## src/rtl/dunc16_mem_arb.sv

```systemverilog
// Two-requester arbiter/sequencer for the dunc16 single-port memory (IDLE/ACC/RESP/ACKS).
// Define DUNC16_ARB_RR_EN for round-robin arbitration; default is fixed loader priority.
module dunc16_mem_arb #(
    parameter int AW = 12,
    parameter int DW = 16
) (
    input  logic          CLK,
    input  logic          RESET,
    input  logic          CPU_REQ,
    input  logic          CPU_WE,
    input  logic [AW-1:0] CPU_ADDR,
    input  logic [DW-1:0] CPU_WDATA,
    output logic          CPU_ACK,
    output logic [DW-1:0] CPU_RDATA,
    input  logic          LD_REQ,
    input  logic          LD_WE,
    input  logic [AW-1:0] LD_ADDR,
    input  logic [DW-1:0] LD_WDATA,
    output logic          LD_ACK,
    output logic [DW-1:0] LD_RDATA,
    output logic [AW-1:0] MEM_ADDR,
    output logic [DW-1:0] MEM_WDATA,
    output logic          MEM_WE,
    input  logic [DW-1:0] MEM_RDATA,
    output logic          OWNER
);

    typedef enum logic [1:0] {
        S_IDLE,
        S_ACC,
        S_RESP,
        S_ACKS
    } state_t;

    state_t        state_q, state_d;
    logic [AW-1:0] mem_addr_q, mem_addr_d;
    logic [DW-1:0] mem_wdata_q, mem_wdata_d;
    logic          mem_we_q, mem_we_d;
    logic [DW-1:0] rdata_q, rdata_d;
    logic          owner_q, owner_d;
    logic          decide;
    logic          win_ld;

`ifdef DUNC16_ARB_RR_EN
    logic          last_ld_q, last_ld_d;

    // On contention the side that lost the previous grant wins.
    always_comb begin
        win_ld    = LD_REQ && (!CPU_REQ || !last_ld_q);
        last_ld_d = decide ? win_ld : last_ld_q;
    end

    always_ff @(posedge CLK) begin
        if (RESET) last_ld_q <= 1'b1;
        else       last_ld_q <= last_ld_d;
    end
`else
    always_comb begin
        win_ld = LD_REQ;
    end
`endif

    always_comb begin
        decide = ((state_q == S_IDLE) || (state_q == S_ACKS)) && (CPU_REQ || LD_REQ);
    end

    // State register
    always_ff @(posedge CLK) begin
        if (RESET) state_q <= S_IDLE;
        else       state_q <= state_d;
    end

    // Next-state logic
    always_comb begin
        state_d = state_q;
        case (state_q)
            S_IDLE:  state_d = decide ? S_ACC : S_IDLE;
            S_ACC:   state_d = S_RESP;
            S_RESP:  state_d = S_ACKS;
            S_ACKS:  state_d = decide ? S_ACC : S_IDLE;
            default: state_d = S_IDLE;
        endcase
    end

    // Output logic
    always_comb begin
        CPU_ACK = (state_q == S_ACKS) && !owner_q;
        LD_ACK  = (state_q == S_ACKS) && owner_q;
    end

    // Winner's request is latched on the grant edge; MEM_WE is set only for the ACC cycle.
    always_comb begin
        mem_addr_d  = mem_addr_q;
        mem_wdata_d = mem_wdata_q;
        mem_we_d    = 1'b0;
        owner_d     = owner_q;
        rdata_d     = (state_q == S_RESP) ? MEM_RDATA : rdata_q;
        if (decide) begin
            mem_addr_d  = win_ld ? LD_ADDR  : CPU_ADDR;
            mem_wdata_d = win_ld ? LD_WDATA : CPU_WDATA;
            mem_we_d    = win_ld ? LD_WE    : CPU_WE;
            owner_d     = win_ld;
        end
    end

    always_ff @(posedge CLK) begin
        if (RESET) begin
            mem_addr_q  <= '0;
            mem_wdata_q <= '0;
            mem_we_q    <= 1'b0;
            rdata_q     <= '0;
            owner_q     <= 1'b0;
        end else begin
            mem_addr_q  <= mem_addr_d;
            mem_wdata_q <= mem_wdata_d;
            mem_we_q    <= mem_we_d;
            rdata_q     <= rdata_d;
            owner_q     <= owner_d;
        end
    end

    assign MEM_ADDR  = mem_addr_q;
    assign MEM_WDATA = mem_wdata_q;
    assign MEM_WE    = mem_we_q;
    assign OWNER     = owner_q;
    assign CPU_RDATA = rdata_q;
    assign LD_RDATA  = rdata_q;

endmodule

```

## config.mk

```make
export PLATFORM = sky130hd
export DESIGN_NAME = dunc16_mem_arb
export DESIGN_NICKNAME = d
export VERILOG_FILES = /design/src/rtl/dunc16_mem_arb.sv
export SDC_FILE = /design/constraint.sdc
export NUM_CORES = 1
export LEC_CHECK = 0
export BUFFER_PORTS_ARGS = -buffer_cell sky130_fd_sc_hd__buf_4
export CAP_MARGIN = 15
export CORE_ASPECT_RATIO = 0.75
export CORE_MARGIN = 2
export CORE_UTILIZATION = 44
export CTS_CLUSTER_DIAMETER = 50
export DETAILED_ROUTE_END_ITERATION = 7
export GPL_ROUTABILITY_DRIVEN = 0
export PLACE_DENSITY = 0.78
export SETUP_SLACK_MARGIN = 0.5
export SLEW_MARGIN = 10
export SYNTH_ARGS = -nofsm -noshare
export SYNTH_HDL_FRONTEND = slang
export SYNTH_SLANG_ARGS = --single-unit
```

## constraint.sdc

```tcl
create_clock -name CLK -period 1.6 [get_ports CLK]
set_input_delay 0.08 -clock CLK [delete_from_list [all_inputs] [get_ports CLK]]
set_output_delay 0.08 -clock CLK [all_outputs]
set_load 0.05 [all_outputs]
```

==> results of run 1 <==
## power by group
| group | switching (mW) | internal [mW] |
|---|---|---|
| clock network | 0.373 | 0.298 |
| logic | 2.81 | 1.95 |
| registers | 0.247 | 1.58 |
## cells in the mapped netlist (2+ instances only)
cell type	instances	area (µm²)
nor2_1	18	67.6
mux2i_1	45	450
buf_2	6	30.0
o21a_1	2	15.0
inv_1	2	7.51
buf_4	21	158
ha_1	3	37.5
o32ai_2	19	309
o32ai_1	9	78.8
clkbuf_1	2	7.51
nand2b_1	29	181
dfxtp_1	48	961
buf_6	6	67.6
## kinds of logic (layout without fill, tap and decap cells)
logic type,count (synthesis),in the layout,share of synthesized area (%)
AO/OA/AOI/OAI,32,32,17.2
multiplexers,45,45,18.5
buffers and inverters,38,164,11.7
adder cells (fa/ha/maj),3,3,1.55
AND/OR/NAND/NOR,52,54,11.4
flip-flops,48,48,39.6
## critical path, delay by kind of cell (launching register included)
| kind | cells | cell delay, ps |
|---|---|---|
| AO/OA/AOI/OAI | 2 | 280 |
| adder cells (fa/ha/maj) | 1 | 310 |
| buffers and inverters | 2 | 230 |
| flip-flops | 1 | 350 |
## registers in the layout, summed over array words and instances, names as in the netlist
| name | count |
|---|---|
| MEM_WE | 1 |
| state_q | 2 |
| CPU_RDATA | 16 |
| MEM_ADDR | 12 |
| MEM_WDATA | 16 |
| OWNER | 1 |
## worst max path at each step
stage	start	to	cells past startpoint
2_1_floorplan	state_q[0]	MEM_WDATA[10]	6
3_3_place_gp	state_q[0]	MEM_WDATA[13]	4
3_5_place_dp	state_q[0]	MEM_ADDR[1]	4
4_1_cts	state_q[0]	MEM_ADDR[1]	5
5_1_grt	state_q[0]	MEM_ADDR[3]	5
6_report	state_q[0]	MEM_WDATA[15]	5
## final cells by class
class / count / share of cell area (%)
sequential: 48 / 25.8
inverter: 2 / 0.200
clock buffer: 6 / 1.93
timing repair buffer: 155 / 34.2
clock inverter: 1 / 0.133
multi-input combinational: 134 / 35.3
tap: 75 / 2.50
## layer usage
metal | vias up | wire [µm] | share of wire [%]
li1 | 1020 | - | -
met1 | 1001 | 2800 | 43
met2 | 78 | 3330 | 51
met3 | 2 | 397 | 6.1
met4 | 0 | 12 | 0.18
met5 | - | 0 | 0
## what timing repair did
| item | 4_1_cts | 5_1_grt |
|---|---|---|
| pin swaps | 16 | 4 |
| setup endpoints to repair | 48 | 37 |
| resized for setup | 21 | 7 |
| cloned | 3 | 1 |
| buffers inserted | 5 | 1 |
==> qor.yml, run 1 <==
floorplan:
  coreArea_mm2: 0.00532
  die_height_um: 68.3
  fp-row-count: 23
  pin_count: 142
  dieArea_mm2: 0.00614
  fp.dieW_um: 89.8
  initial_core_util_pct: 45.6
placed_design:
  place_ws_ps: 201
  dp_hpwl_um: 4430
  io_buffers: 141
  place_area_mm2: 0.00341
  dp.cells: 404
detailed_routing:
  drc_errors: 0
  num_vias: 2101
  routedWlPerCell_um: 15.5
  routed_wl_um: 6540
  ant_nets: 0
  viasPerCell: 4.99
  drtIter0Drc: 67
  firstDrtPassIters: 4
global_route:
  busiest_layer: "met2"
  use_met3_pct: 5.18
  grt_pass1_vias: 2047
  antenna_found_initial: 0
  met2_usage_pct: 36.5
  grt.met1_usage_pct: 25.2
  grt_max_degree: 27
  grt.overflow.total: 0
  grt_pass1_wl_um: 9920
  globalRouteTotalUtil_pct: 20.3
timing:
  fin_crit_sh_pct: 80.7
  maxSlewHeadroom_pct: 83.8
  period_minus_slack_ps: 1290
  fin_setup_tns_ps: 0
  setup_viol: 0
  worstMarginPinSlew_ps: 236
  fmax_mhz: 775
  setup_ws_ps: 309
  slew_viol_final: 0
  grt_setup_unrepaired: "yes"
  final.setup_skew_ps: 3.97
  hold_violations: 0
  hold_ws_ps: 20.0
cells_and_area:
  utilization_pct: 70.5
  n_fill_cell: 409
  multi_input_area_mm2: 0.00132
  drive_gt1_share_pct: 59.0
  nets: 427
  final_cell_area_mm2: 0.00375
  final_common_cell: "buf_4"
  layout_common_cells: "buf_4, dfxtp_1, mux2i_1"
  syn_to_final_growth_pct: 54.5
  seqCellArea_um2: 967
  stdcell_count: 421
  diodes: 0
setup_path:
  slowest_stage: "dfxtp_2"
  timing.rr.start: "state_q[0]"
  reg2reg_to: "MEM_WDATA[15]"
  reg2reg_slack_ps: 310
  worstPathCellList: "inv_2 -> ha_4 -> o21a_4 -> clkbuf_16 -> o32ai_2"
  critical_path_class: "register to register"
  start_kind: "register"
  cp.required_ps: 1780
  crit_arrival_ps: 1470
  cp_slowest_stage_delay_ps: 350
  critPathCaptureType: "register"
  critPathMaxFanout: 6
  rr_worst_depth: 5
synth:
  async_reset_ff_share_pct: 0
  netlist_instances: 218
  synth_seq_cells: 48
  ys_seq_area_share_pct: 39.6
  synth_edf_count: 0
  synth-main-ff-cell: "dfxtp_1"
  avgSynthCellArea_um2: 11.1
  mappedNetlistNets: 299
  synth_area_mm2: 0.00243
  yosysWarnings: 0
  synth.distinct_cells: 21
pwr:
  p_leak_nw: 1.69
  power.density_mw_per_mm2: 1930
  peakVddDrop_v: 0.00101
  finalPower_mw: 7.26
cts:
  clk_latency_ps: 290
  root_buffer: "clkbuf_8"
  hold_buffers: 0
  clk_pin_slew_worst_paths_ps: 80
  cts_sinks: 48
  h-tree-depth: 2
  cts_buffer_depth: 2
  cts_buffers: 5
  tritoncts: "yes"
run:
  maxCapViolations: 0
status:
  status: "finished, final reports clean"
worst_hold_path:
  worst_hold_startpoint: "MEM_RDATA[8]"
  hp-class: "input port to register"
  min_path_cells: 3
  hold_end: "CPU_RDATA[8]"
Power figures use the tool's default switching activity.
==> run 2: changes to the inputs <==
--- a/config.mk
+++ b/config.mk
@@ -5,15 +5,16 @@
 export SDC_FILE = /design/constraint.sdc
 export NUM_CORES = 1
 export LEC_CHECK = 0
+export ABC_AREA = 1
 export BUFFER_PORTS_ARGS = -buffer_cell sky130_fd_sc_hd__buf_4
 export CAP_MARGIN = 15
 export CORE_ASPECT_RATIO = 0.75
 export CORE_MARGIN = 2
-export CORE_UTILIZATION = 44
+export CORE_UTILIZATION = 43
 export CTS_CLUSTER_DIAMETER = 50
 export DETAILED_ROUTE_END_ITERATION = 7
 export GPL_ROUTABILITY_DRIVEN = 0
-export PLACE_DENSITY = 0.78
+export PLACE_DENSITY = 0.76
 export SETUP_SLACK_MARGIN = 0.5
 export SLEW_MARGIN = 10
 export SYNTH_ARGS = -nofsm -noshare
==> constraint.sdc (replaced) <==
create_clock -name CLK -period 1.3 [get_ports CLK]
set_input_delay 0.065 -clock CLK [delete_from_list [all_inputs] [get_ports CLK]]
set_output_delay 0.065 -clock CLK [all_outputs]
set_load 0.05 [all_outputs]
==> qor.yml, run 2 <==
cts:
  root_buffer: "clkbuf_8"
  clk_latency_ps: 310
  clk_pin_slew_worst_paths_ps: 100
  cts_buffers: 5
  cts_buffer_depth: 2
  cts_sinks: 48
  tritoncts: "yes"
  h-tree-depth: 2
synth:
  yosysMostFrequentCell: "nand2_1"
  mappedNetlistNets: 463
  yosysWarnings: 0
  synth-main-ff-cell: "dfxtp_1"
  synth.distinct_cells: 14
  synth_largest_area_cell: "dfxtp_1"
  netlist_instances: 382
  synth_seq_cells: 48
  synth.area.top_cells: "dfxtp_1, nand2_1, nor2_1"
  synth_edf_count: 0
  avgSynthCellArea_um2: 6.27
  netlist.area_leader.share_pct: 40.1
  async_reset_ff_share_pct: 0
  ys_seq_area_share_pct: 40.1
  synthTopCellsByCount: "nand2_1, nor2_1, dfxtp_1, inv_1, nand3_1"
  synth_area_mm2: 0.00239
run:
  maxCapViolations: 0
pwr:
  power.density_mw_per_mm2: 2550
  p_int_mw: 6.03
  p_clk_share_pct: 8.0
  p_leak_nw: 2.40
  combPwrFrac_pct: 68.7
  peakVddDrop_v: 0.00136
  p_seq_share_pct: 23.3
  sw_frac_of_total_pct: 50.9
  power.switching_mw: 6.25
placed_design:
  dp.cells: 569
  place_area_mm2: 0.00348
  io_buffers: 141
  dp_hpwl_um: 4880
setup_path:
  critical_path_class: "register to register"
  reg2reg_slack_ps: -240
  crit_arrival_ps: 1770
  critPathMaxFanout: 6
  critPathCaptureType: "register"
  cp-startpoint: "state_q[0]"
  cp.required_ps: 1530
  start_kind: "register"
  rr_worst_depth: 7
  timing.rr.start: "state_q[0]"
  reg2reg_to: "MEM_WDATA[8]"
  crit_path_end: "MEM_WDATA[8]"
timing:
  fin_setup_tns_ps: -2650
  hold_ws_ps: -9.12
  slew_viol_final: 0
  setup_viol: 31
  final.setup_skew_ps: 12.9
  fin_crit_sh_pct: 119
  worstMarginPinSlew_ps: 534
  period_minus_slack_ps: 1540
  maxSlewHeadroom_pct: 64.3
  grt_setup_unrepaired: "yes"
  setup_ws_ps: -242
  fmax_mhz: 648
  hold_violations: 1
cells_and_area:
  stdcell_count: 619
  drive_gt1_share_pct: 55.1
  syn_to_final_growth_pct: 101
  final_common_cell: "nand2_1"
  final_cell_area_mm2: 0.00482
  utilization_pct: 90.1
  diodes: 0
  n_fill_cell: 222
  nets: 624
  layout_common_cells: "nand2_1, buf_4, buf_8"
floorplan:
  initial_core_util_pct: 44.7
  coreArea_mm2: 0.00535
  die_height_um: 68.6
  dieArea_mm2: 0.00619
  fp-row-count: 23
  pin_count: 142
  fp.dieW_um: 90.2
global_route:
  grt.overflow.total: 0
  grt_pass1_wl_um: 13400
  use_met3_pct: 6.96
  met2_usage_pct: 52.2
  grt_pass1_vias: 2729
  grt.met1_usage_pct: 30.8
  grt_max_degree: 30
  busiest_layer: "met2"
  globalRouteTotalUtil_pct: 27.3
  antenna_found_initial: 0
detailed_routing:
  routedWlPerCell_um: 20.4
  num_vias: 3322
  firstDrtPassIters: 5
  viasPerCell: 5.37
  routed_wl_um: 12600
  drtIter0Drc: 237
  drc_errors: 0
  ant_nets: 0
status:
  status: "finished with violations"
  violations: "hold timing, setup timing"
worst_hold_path:
  hp-class: "input port to register"
run 2: changes by cell type in the layout (fill, tap and decap cells not counted), sizes merged, moves of 4 or more:
cell and delta:
nand3 +28, buf +21, nand2 +119, nand2b -31
nor2 +72, o32ai -28, mux2i -45, clkinv +4
inv +33, dlygate4sd3 +12, o21ai +17
run 2: worst min path at each step:
stage	end	slack (ps)	cells after the start	startpoint
floorplan	state_q[1]	120	1	RESET
finish	CPU_RDATA[1]	-9	3	MEM_RDATA[1]
detailed placement	OWNER	250	2	RESET
global placement	OWNER	250	2	RESET
CTS	CPU_RDATA[0]	0.8	3	MEM_RDATA[0]
global route	CPU_RDATA[8]	20	3	MEM_RDATA[8]
run 2: power groups by stage:
stage          combinational [mW]  clock [mW]  sequential, mW
2_1_floorplan                2.66           0            4.05
3_3_place_gp                 5.51           0            2.38
6_report                     8.44       0.982            2.86
3_5_place_dp                 5.58           0            2.41
4_1_cts                      6.87       0.938            2.73
5_1_grt                      8.68        1.01            2.89
run 2: logic make-up after synthesis:
logic type | Yosys count | share of synthesized area [%]
compound gates | 19 | 3.97
fa+ha+maj | 3 | 1.57
flops | 48 | 40.1
simple gates | 239 | 38.9
buf+inv | 73 | 15.4
run 2: metrics by stage:
step                      total power, mW  setup WS [ps]
after floorplan                      6.71           89.1
after global placement               7.89           46.3
after detailed placement             8.00          -7.30
after CTS                            10.5           32.9
after global routing                 12.6           -258
final                                12.3           -242
run 2: critical path, stage by stage (launching register included):
cell and delay (ps):
dfxtp_4 370, inv_2 50, ha_4 340, nand2_8 120, buf_16 160, nand3_1 140
nand2_1 110, nor2_1 170
run 2: layer usage:
| metal | up-vias | routed length, µm |
|---|---|---|
| met5 | - | 0 |
| met4 | 0 | 727 |
| met3 | 70 | 1230 |
| met2 | 271 | 6200 |
| met1 | 1529 | 4480 |
| li1 | 1452 | - |
run 2: timing repair:
action,CTS,global route
endpoints found under the hold margin,13,0
pin swaps,4,17
endpoints found under the setup margin,112,112
hold buffers,12,0
cloned,2,3
setup buffers,7,18
gates resized for setup,182,75
run 2: cell type report:
type / instances / area, µm² / share of cell area (%)
inverter: 37 / 168 / 3.48
timing repair buffer: 188 / 2020 / 41.9
multi-input combinational: 261 / 1360 / 28.2
clock buffer: 6 / 82.6 / 1.71
timing repair inverter: 2 / 17.5 / 0.363
clock inverter: 2 / 10.0 / 0.208
sequential: 48 / 1070 / 22.2
tap: 75 / 93.8 / 1.95
==> run 3: changes to the inputs <==
--- a/config.mk
+++ b/config.mk
@@ -10,11 +10,12 @@
 export CAP_MARGIN = 15
 export CORE_ASPECT_RATIO = 0.75
 export CORE_MARGIN = 2
-export CORE_UTILIZATION = 43
+export CORE_UTILIZATION = 30
+export CTS_BUF_LIST = sky130_fd_sc_hd__clkbuf_2
 export CTS_CLUSTER_DIAMETER = 50
 export DETAILED_ROUTE_END_ITERATION = 7
 export GPL_ROUTABILITY_DRIVEN = 0
-export PLACE_DENSITY = 0.76
+export PLACE_DENSITY = 0.56
 export SETUP_SLACK_MARGIN = 0.5
 export SLEW_MARGIN = 10
 export SYNTH_ARGS = -nofsm -noshare
==> qor.yml, run 3 (synthesis results as in run 2) <==
cts:
  cts_sinks: 48
  h-tree-depth: 2
  clk_latency_ps: 420
  clk_pin_slew_worst_paths_ps: 260
  cts_buffers: 5
  cts_buffer_depth: 2
  tritoncts: "yes"
  root_buffer: "clkbuf_2"
setup_path:
  start_kind: "register"
  reg2reg_to: "MEM_WE"
  critPathCaptureType: "register"
  rr_worst_depth: 7
  critPathMaxFanout: 6
  cp-startpoint: "state_q[0]"
  critical_path_class: "register to register"
  timing.rr.start: "state_q[0]"
  reg2reg_slack_ps: -100
  crit_arrival_ps: 1750
  cp.required_ps: 1660
placed_design:
  dp_hpwl_um: 5000
  io_buffers: 141
  place_area_mm2: 0.00356
floorplan:
  fp-row-count: 28
  dieArea_mm2: 0.00872
  coreArea_mm2: 0.00781
  initial_core_util_pct: 30.7
  die_height_um: 81.4
  fp.dieW_um: 107
  pin_count: 142
timing:
  hold_violations: 0
  maxSlewHeadroom_pct: 64.6
  hold_ws_ps: 52.0
  period_minus_slack_ps: 1400
  fmax_mhz: 716
  final.setup_skew_ps: 25.6
  slew_viol_final: 0
  setup_ws_ps: -96.9
  worstMarginPinSlew_ps: 527
  fin_crit_sh_pct: 107
  setup_viol: 32
  grt_setup_unrepaired: "yes"
global_route:
  grt_pass1_wl_um: 13800
  globalRouteTotalUtil_pct: 20.1
  grt.overflow.total: 0
  grt_max_degree: 23
  antenna_found_initial: 0
  grt_pass1_vias: 2909
cells_and_area:
  layout_common_cells: "nand2_1, buf_4, dlygate4sd3_1"
  diodes: 0
  final_cell_area_mm2: 0.00561
  final_common_cell: "nand2_1"
  nets: 689
  utilization_pct: 71.8
  drive_gt1_share_pct: 51.7
  syn_to_final_growth_pct: 134
worst_hold_path:
  hold_end: "MEM_ADDR[3]"
  worst_hold_startpoint: "CPU_REQ"
  min_path_cells: 5
  hp-class: "input port to register"
pwr:
  peakVddDrop_v: 0.00126
  power.density_mw_per_mm2: 2140
  p_leak_nw: 2.73
  finalPower_mw: 12.0
detailed_routing:
  ant_nets: 0
  num_vias: 3036
  drc_errors: 0
  routed_wl_um: 9320
  firstDrtPassIters: 4
  drtIter0Drc: 84
  viasPerCell: 4.25
  routedWlPerCell_um: 13.0
status:
  status: "finished with violations"
  violations: "setup timing"
run:
  maxCapViolations: 0
## run 3: worst max-delay path: stages (launching register included)
cell     delay [ps]
dfxtp_4         430
inv_2            50
ha_4            330
nand2_8         120
nand2_8         130
buf_4           130
nand2_4          50
a21oi_2          90
## run 3: final cells by class
class                           instances  area, µm²
Timing Repair Buffer                  253       2740
Fill cell                             574       2200
Multi-Input combinational cell        261       1420
Sequential cell                        48       1070
Inverter                               37        163
Tap cell                              105        131
Clock inverter                          2       35.0
Clock buffer                            6       30.0
Timing Repair inverter                  2       22.5
## run 3: how the worst max path moves through the flow
stage          slack (ps)            end  depth (start not counted)
6_report             -100         MEM_WE                          7
5_1_grt              -150         MEM_WE                          7
4_1_cts              -100         LD_ACK                          4
3_5_place_dp          -70   MEM_WDATA[4]                          7
3_3_place_gp           -3  MEM_WDATA[10]                          7
2_1_floorplan          90  MEM_WDATA[10]                          8
## run 3: power by group
| group | switching (mW) | internal [mW] |
|---|---|---|
| Combinational | 4.66 | 3.75 |
| Sequential | 0.621 | 2.17 |
| Clock | 0.497 | 0.331 |
## run 3: stage by stage
step	TNS [ps]	setup WS, ps	std cells
after CTS	-1050	-96.3	699
after global routing	-3580	-150	714
after global placement	-4.62	-2.82	602
final	-1590	-96.9	714
after detailed placement	-733	-69.1	602
after floorplan	0	89.1	382
## run 3: repair_timing
item	CTS	global route
gates cloned	3	3
hold endpoints to repair	48	0
setup endpoints to repair	112	112
pin swaps	17	32
hold buffers	75	0
buffers inserted	11	12
gates resized for setup	223	53
## run 3: routing by layer
metal / up-vias / share of wire, % / global-route usage (%)
met5: - / 0 / 0
met1: 1360 / 41 / 23.0
met2: 86 / 52 / 38.2
li1: 1586 / - / -
met4: 0 / 0.39 / 3.25
met3: 4 / 5.9 / 5.62
